**src/rtl/idexe_stage_elastic.sv**
```systemverilog
// ID/EX pipeline register with valid/ready handshake, flush and optional skid entry.
// Carries the decode bundle into EXE; counts stall cycles and effective flushes.
module idexe_stage_elastic #(
    parameter int CTRL_W = 13,
    parameter int DATA_W = 32,
    parameter int REG_W  = 5,
    parameter int FWD_W  = 2,
    parameter int SKID   = 1,
    parameter int CNT_W  = 16
) (
    input  logic              clk,
    input  logic              rst,
    input  logic              in_valid,
    output logic              in_ready,
    input  logic              flush,
    input  logic [CTRL_W-1:0] in_ctrl,
    input  logic [DATA_W-1:0] in_data1,
    input  logic [DATA_W-1:0] in_data2,
    input  logic [DATA_W-1:0] in_imm,
    input  logic [DATA_W-1:0] in_pc_next,
    input  logic [REG_W-1:0]  in_rs,
    input  logic [REG_W-1:0]  in_rt,
    input  logic [REG_W-1:0]  in_rd,
    input  logic [FWD_W-1:0]  in_fwd_c,
    input  logic [FWD_W-1:0]  in_fwd_d,
    input  logic              in_pred,
    output logic [CTRL_W-1:0] out_ctrl,
    output logic [DATA_W-1:0] out_data1,
    output logic [DATA_W-1:0] out_data2,
    output logic [DATA_W-1:0] out_imm,
    output logic [DATA_W-1:0] out_pc_next,
    output logic [REG_W-1:0]  out_rs,
    output logic [REG_W-1:0]  out_rt,
    output logic [REG_W-1:0]  out_rd,
    output logic [FWD_W-1:0]  out_fwd_c,
    output logic [FWD_W-1:0]  out_fwd_d,
    output logic              out_pred,
    output logic              out_valid,
    input  logic              out_ready,
    output logic [CNT_W-1:0]  stall_cnt,
    output logic [CNT_W-1:0]  flush_cnt
);

    localparam int PW = CTRL_W + 4*DATA_W + 3*REG_W + 2*FWD_W + 1;

    logic [PW-1:0]     in_pay;
    logic [PW-1:0]     m_pay;
    logic              m_valid;
    logic              s_valid;
    logic              accept;
    logic [CTRL_W-1:0] m_ctrl;

    assign in_pay = {in_ctrl, in_data1, in_data2, in_imm, in_pc_next,
                     in_rs, in_rt, in_rd, in_fwd_c, in_fwd_d, in_pred};

    assign {m_ctrl, out_data1, out_data2, out_imm, out_pc_next,
            out_rs, out_rt, out_rd, out_fwd_c, out_fwd_d, out_pred} = m_pay;

    // A killed or empty slot must never present a live control word to EXE
    assign out_ctrl  = m_valid ? m_ctrl : '0;
    assign out_valid = m_valid;
    assign accept    = in_valid & in_ready;

    generate
        if (SKID != 0) begin : g_skid
            logic [PW-1:0] s_pay;

            assign in_ready = ~s_valid;

            always_ff @(posedge clk or posedge rst) begin
                if (rst) begin
                    m_valid <= 1'b0;
                    s_valid <= 1'b0;
                    m_pay   <= '0;
                    s_pay   <= '0;
                end else if (flush) begin
                    m_valid <= 1'b0;
                    s_valid <= 1'b0;
                end else if (!m_valid || out_ready) begin
                    if (s_valid) begin
                        m_pay   <= s_pay;
                        m_valid <= 1'b1;
                        s_valid <= accept;
                        if (accept)
                            s_pay <= in_pay;
                    end else if (accept) begin
                        m_pay   <= in_pay;
                        m_valid <= 1'b1;
                    end else begin
                        m_valid <= 1'b0;
                    end
                end else if (accept) begin
                    s_pay   <= in_pay;
                    s_valid <= 1'b1;
                end
            end
        end else begin : g_noskid
            assign s_valid  = 1'b0;
            assign in_ready = ~m_valid | out_ready;

            always_ff @(posedge clk or posedge rst) begin
                if (rst) begin
                    m_valid <= 1'b0;
                    m_pay   <= '0;
                end else if (flush) begin
                    m_valid <= 1'b0;
                end else if (accept) begin
                    m_pay   <= in_pay;
                    m_valid <= 1'b1;
                end else if (out_ready) begin
                    m_valid <= 1'b0;
                end
            end
        end
    endgenerate

    always_ff @(posedge clk or posedge rst) begin
        if (rst) begin
            stall_cnt <= '0;
            flush_cnt <= '0;
        end else begin
            if (m_valid && !out_ready && !(&stall_cnt))
                stall_cnt <= stall_cnt + 1'b1;
            if (flush && (m_valid || s_valid) && !(&flush_cnt))
                flush_cnt <= flush_cnt + 1'b1;
        end
    end

endmodule

```
**config.mk**
```make
export PLATFORM = sky130hd
export DESIGN_NAME = idexe_stage_elastic
export DESIGN_NICKNAME = d
export VERILOG_FILES = /design/src/rtl/idexe_stage_elastic.sv
export SDC_FILE = /design/constraint.sdc
export NUM_CORES = 1
export LEC_CHECK = 0
export ABC_AREA = 1
export CORE_MARGIN = 1
export CORE_UTILIZATION = 53
export CTS_BUF_LIST = sky130_fd_sc_hd__clkbuf_2 sky130_fd_sc_hd__clkbuf_4 sky130_fd_sc_hd__clkbuf_8
export DETAILED_ROUTE_END_ITERATION = 6
export MAX_ROUTING_LAYER = met4
export PLACE_DENSITY_LB_ADDON = 0.25
export SLEW_MARGIN = 0
export SYNTH_ARGS = -nofsm -noshare
export SYNTH_HDL_FRONTEND = slang
export SYNTH_SLANG_ARGS = --single-unit
```
**constraint.sdc**
```tcl
create_clock -name clk -period 15.6 [get_ports clk]
set_clock_uncertainty 0.05 [all_clocks]
set_input_delay 3.12 -clock clk [delete_from_list [all_inputs] [get_ports clk]]
set_output_delay 3.12 -clock clk [all_outputs]
set_load 0.005 [all_outputs]
```
==> flow_metrics.env <==
export IMPL_ys_flop_type="dfrtp_1"
export IMPL_power_leakage_uw=0.0103
export IMPL_io_pin_count=361
export IMPL_nFillCells=2544
export IMPL_fin_crit_ps=5690
export IMPL_fin_crit_sh_pct=36.5
export IMPL_whs_ps=430
export IMPL_fin_ws_ps=9910
export IMPL_grt_usage_pct=24.9
export IMPL_synth_seq_cells=356
export IMPL_synthCells=2048
export IMPL_gp_congestion=0.915
export IMPL_crit_top_cell="buf_4"
export IMPL_drt_iter0_drc=946
export IMPL_syn_area_mm2=0.0169
export IMPL_num_vias=13300
export IMPL_yosys_top_cells_area="dfrtp_1 (53%), nand2_1 (14%), o21ai_0 (7.7%), buf_4 (7.7%), o21ai_1 (6.8%)"
export IMPL_synth_edf_count=0
export IMPL_cts_setup_buffers=0
export IMPL_clock_latency_ps=580
export IMPL_ys_types=24
export IMPL_powerDensity_mw_per_mm2=123
export IMPL_cts_tree="built"
export IMPL_syn_to_final_growth_pct=21.6
export IMPL_grt_pass1_wl_um=64500
export IMPL_place_worst_setup_slack_ps=9320
export IMPL_grt_max_degree=135
export IMPL_rsz0062_at_grt="no"
export IMPL_cts_root_buf="clkbuf_8"
export IMPL_regArea_mm2=0.00891
export IMPL_yosysMostFrequentCell="nand2_1"
export IMPL_first_global_vias=12800
export IMPL_die_x_um=180
export IMPL_cp_slowest_stage_delay_ps=840
export IMPL_io_buffers=360
export IMPL_yosysTopAreaCell="dfrtp_1"
export IMPL_h_tree_depth=2
export IMPL_die_area_mm2=0.0326
export IMPL_start_util_pct=54.5
export IMPL_ant_nets=0
export IMPL_hpwl_um=25900
export IMPL_drt_pass1_iterations=5
export IMPL_wl_per_cell_um=14.7
export IMPL_cts_buffers=58
export IMPL_power_uw=2520
export IMPL_clock_sinks=356
export IMPL_cts_hold_buf=0
export IMPL_synth_top_cell_area_share_pct=52.8
export IMPL_slew_headroom_pct=33.7
export IMPL_crit_buf_inv=4
export IMPL_routed_wl_um=39200
export IMPL_start_kind="primary input"
export IMPL_required_ps=16050
export IMPL_synth_warning_count=0
export IMPL_core_mm2=0.0310
export IMPL_yosysSeqAreaShare_pct=52.8
export IMPL_critical_path_max_fanout=96
export IMPL_cts_resized=0
export IMPL_crit_type="primary input to flop"
export IMPL_clock_fmax_mhz=176
export IMPL_async_flop_share_pct=100
export IMPL_drive_above_1_share_pct=5.65
export IMPL_clk_pin_slew_ps=60
export IMPL_cp_cell_sequence="clkdlybuf4s50_1 > inv_1 > nand4_4 > buf_4 > buf_4 > nand2_1 > o21ai_1"
export IMPL_crit_arrival_ps=6140
export IMPL_antenna_found_initial=6
export IMPL_syn_nets=2216
export IMPL_drv_cap=0
export IMPL_drc=0
export IMPL_multi_input_area_mm2=0.00540
export IMPL_cp_slowest_cell="buf_4"
export IMPL_tightestPinTransition_ps=994
export IMPL_status="completed"
export IMPL_critPathCaptureType="flop"
export IMPL_clk_path_buf_depth=3
export IMPL_rows=64
export IMPL_fin_util_pct=66.2
export IMPL_syn_area_per_cell_um2=8.24
export IMPL_fin_tns_setup_ps=0
export IMPL_fin_nets=2389
export IMPL_vdd_drop_max_uv=75.8
export IMPL_detail_route_vias_per_cell=5.00
export IMPL_overflow=0
export IMPL_slew_viol_final=0
export IMPL_die_h_um=180
export IMPL_critical_path_top_delay_family="buffers and inverters"
export IMPL_synth_common_cells="nand2_1 (643), dfrtp_1 (356), o21ai_0 (261)"
export IMPL_hold_violations=0
export IMPL_setup_viol=0
export IMPL_hold_path_class="flop to flop"
[worst min-delay path, delay by kind of cell (launching register included)]
family	cells	cell delay, ps
AO/OA/AOI/OAI	1	60
flip-flops	1	340
AND/OR/NAND/NOR	1	50
[area by class of cell]
cell class / instances / share of cell area [%]
Antenna cell: 6 / 0.0732
Clock buffer: 94 / 5.54
Clock inverter: 10 / 0.287
Inverter: 213 / 4.01
Multi-Input combinational cell: 1222 / 26.3
Sequential cell: 356 / 43.4
Tap cell: 396 / 2.41
Timing Repair Buffer: 370 / 17.9
[metal layers]
layer	global-route usage, %	wire length (um)	vias up
met4	10.9	1590	0
met2	37.2	17600	454
met3	6.35	2940	85
met1	32.1	17100	6137
met5	-	0	-
li1	-	-	6661
[metrics by stage]
step                cells  cell area, um2
floorplan            2048           16900
global placement     2557           19300
detailed placement   2557           19300
global route         2667           20500
finish               2667           20500
CTS                  2661           20500
[power breakdown]
group	internal (uW)	leakage (uW)	switching [uW]	total [uW]
clock network	459	0.000643	362	821
logic	268	0.00514	218	486
registers	1110	0.00450	109	1210
[sequential cells by signal, summed over array words and instances, names as in the netlist]
name          flops
flush_cnt        16
g_skid.s_pay    161
out_valid         1
m_pay           161
s_valid           1
stall_cnt        16
[cells by family (layout without fill, tap and decap cells)]
logic type                 count (synthesis)  after routing  share of synthesized area [%]
AOI/OAI and AO/OA                        490            490                           14.6
xor gates and xnor gates                  13             13                          0.675
adders and majority gates                  2              2                          0.148
buffers and inverters                    470            687                           15.2
DFF                                      356            356                           52.8
other                                      0              6                              0
and+or+nand+nor                          717            717                           16.6
[final timing paths]
path	startpoint	slack, ps	endpoint	cells after the start
worst max-delay path	flush	9910	g_skid.s_pay[22]$_DFFE_PP0P_	7
worst min-delay path	m_pay[60]$_DFFE_PP0P_	430	m_pay[60]$_DFFE_PP0P_	2
worst max register to register	out_valid$_DFFE_PP0P_	12200	g_skid.s_pay[22]$_DFFE_PP0P_	7
worst min register to register	m_pay[60]$_DFFE_PP0P_	430	m_pay[60]$_DFFE_PP0P_	2
max in group asynchronous	rst	10810	m_pay[1]$_DFFE_PP0P_	3
min in group asynchronous	rst	3100	g_skid.s_pay[83]$_DFFE_PP0P_	2
[placed cells by master (no fill, tap or decap), types with 2 or more instances in the layout]
master	count
buf_4	10
clkbuf_4	25
clkbuf_8	69
clkdlybuf4s50_1	360
clkinv_2	7
clkinvlp_4	2
dfrtp_1	356
diode_2	6
ha_1	2
inv_1	209
inv_8	3
nand2_1	643
nand3_1	25
nand3b_1	2
nand4_1	5
nor2_1	32
nor2_2	5
o21ai_0	261
o21ai_1	228
xnor2_1	6
xor2_1	7
Note: power is estimated with default switching activity, not from simulation.
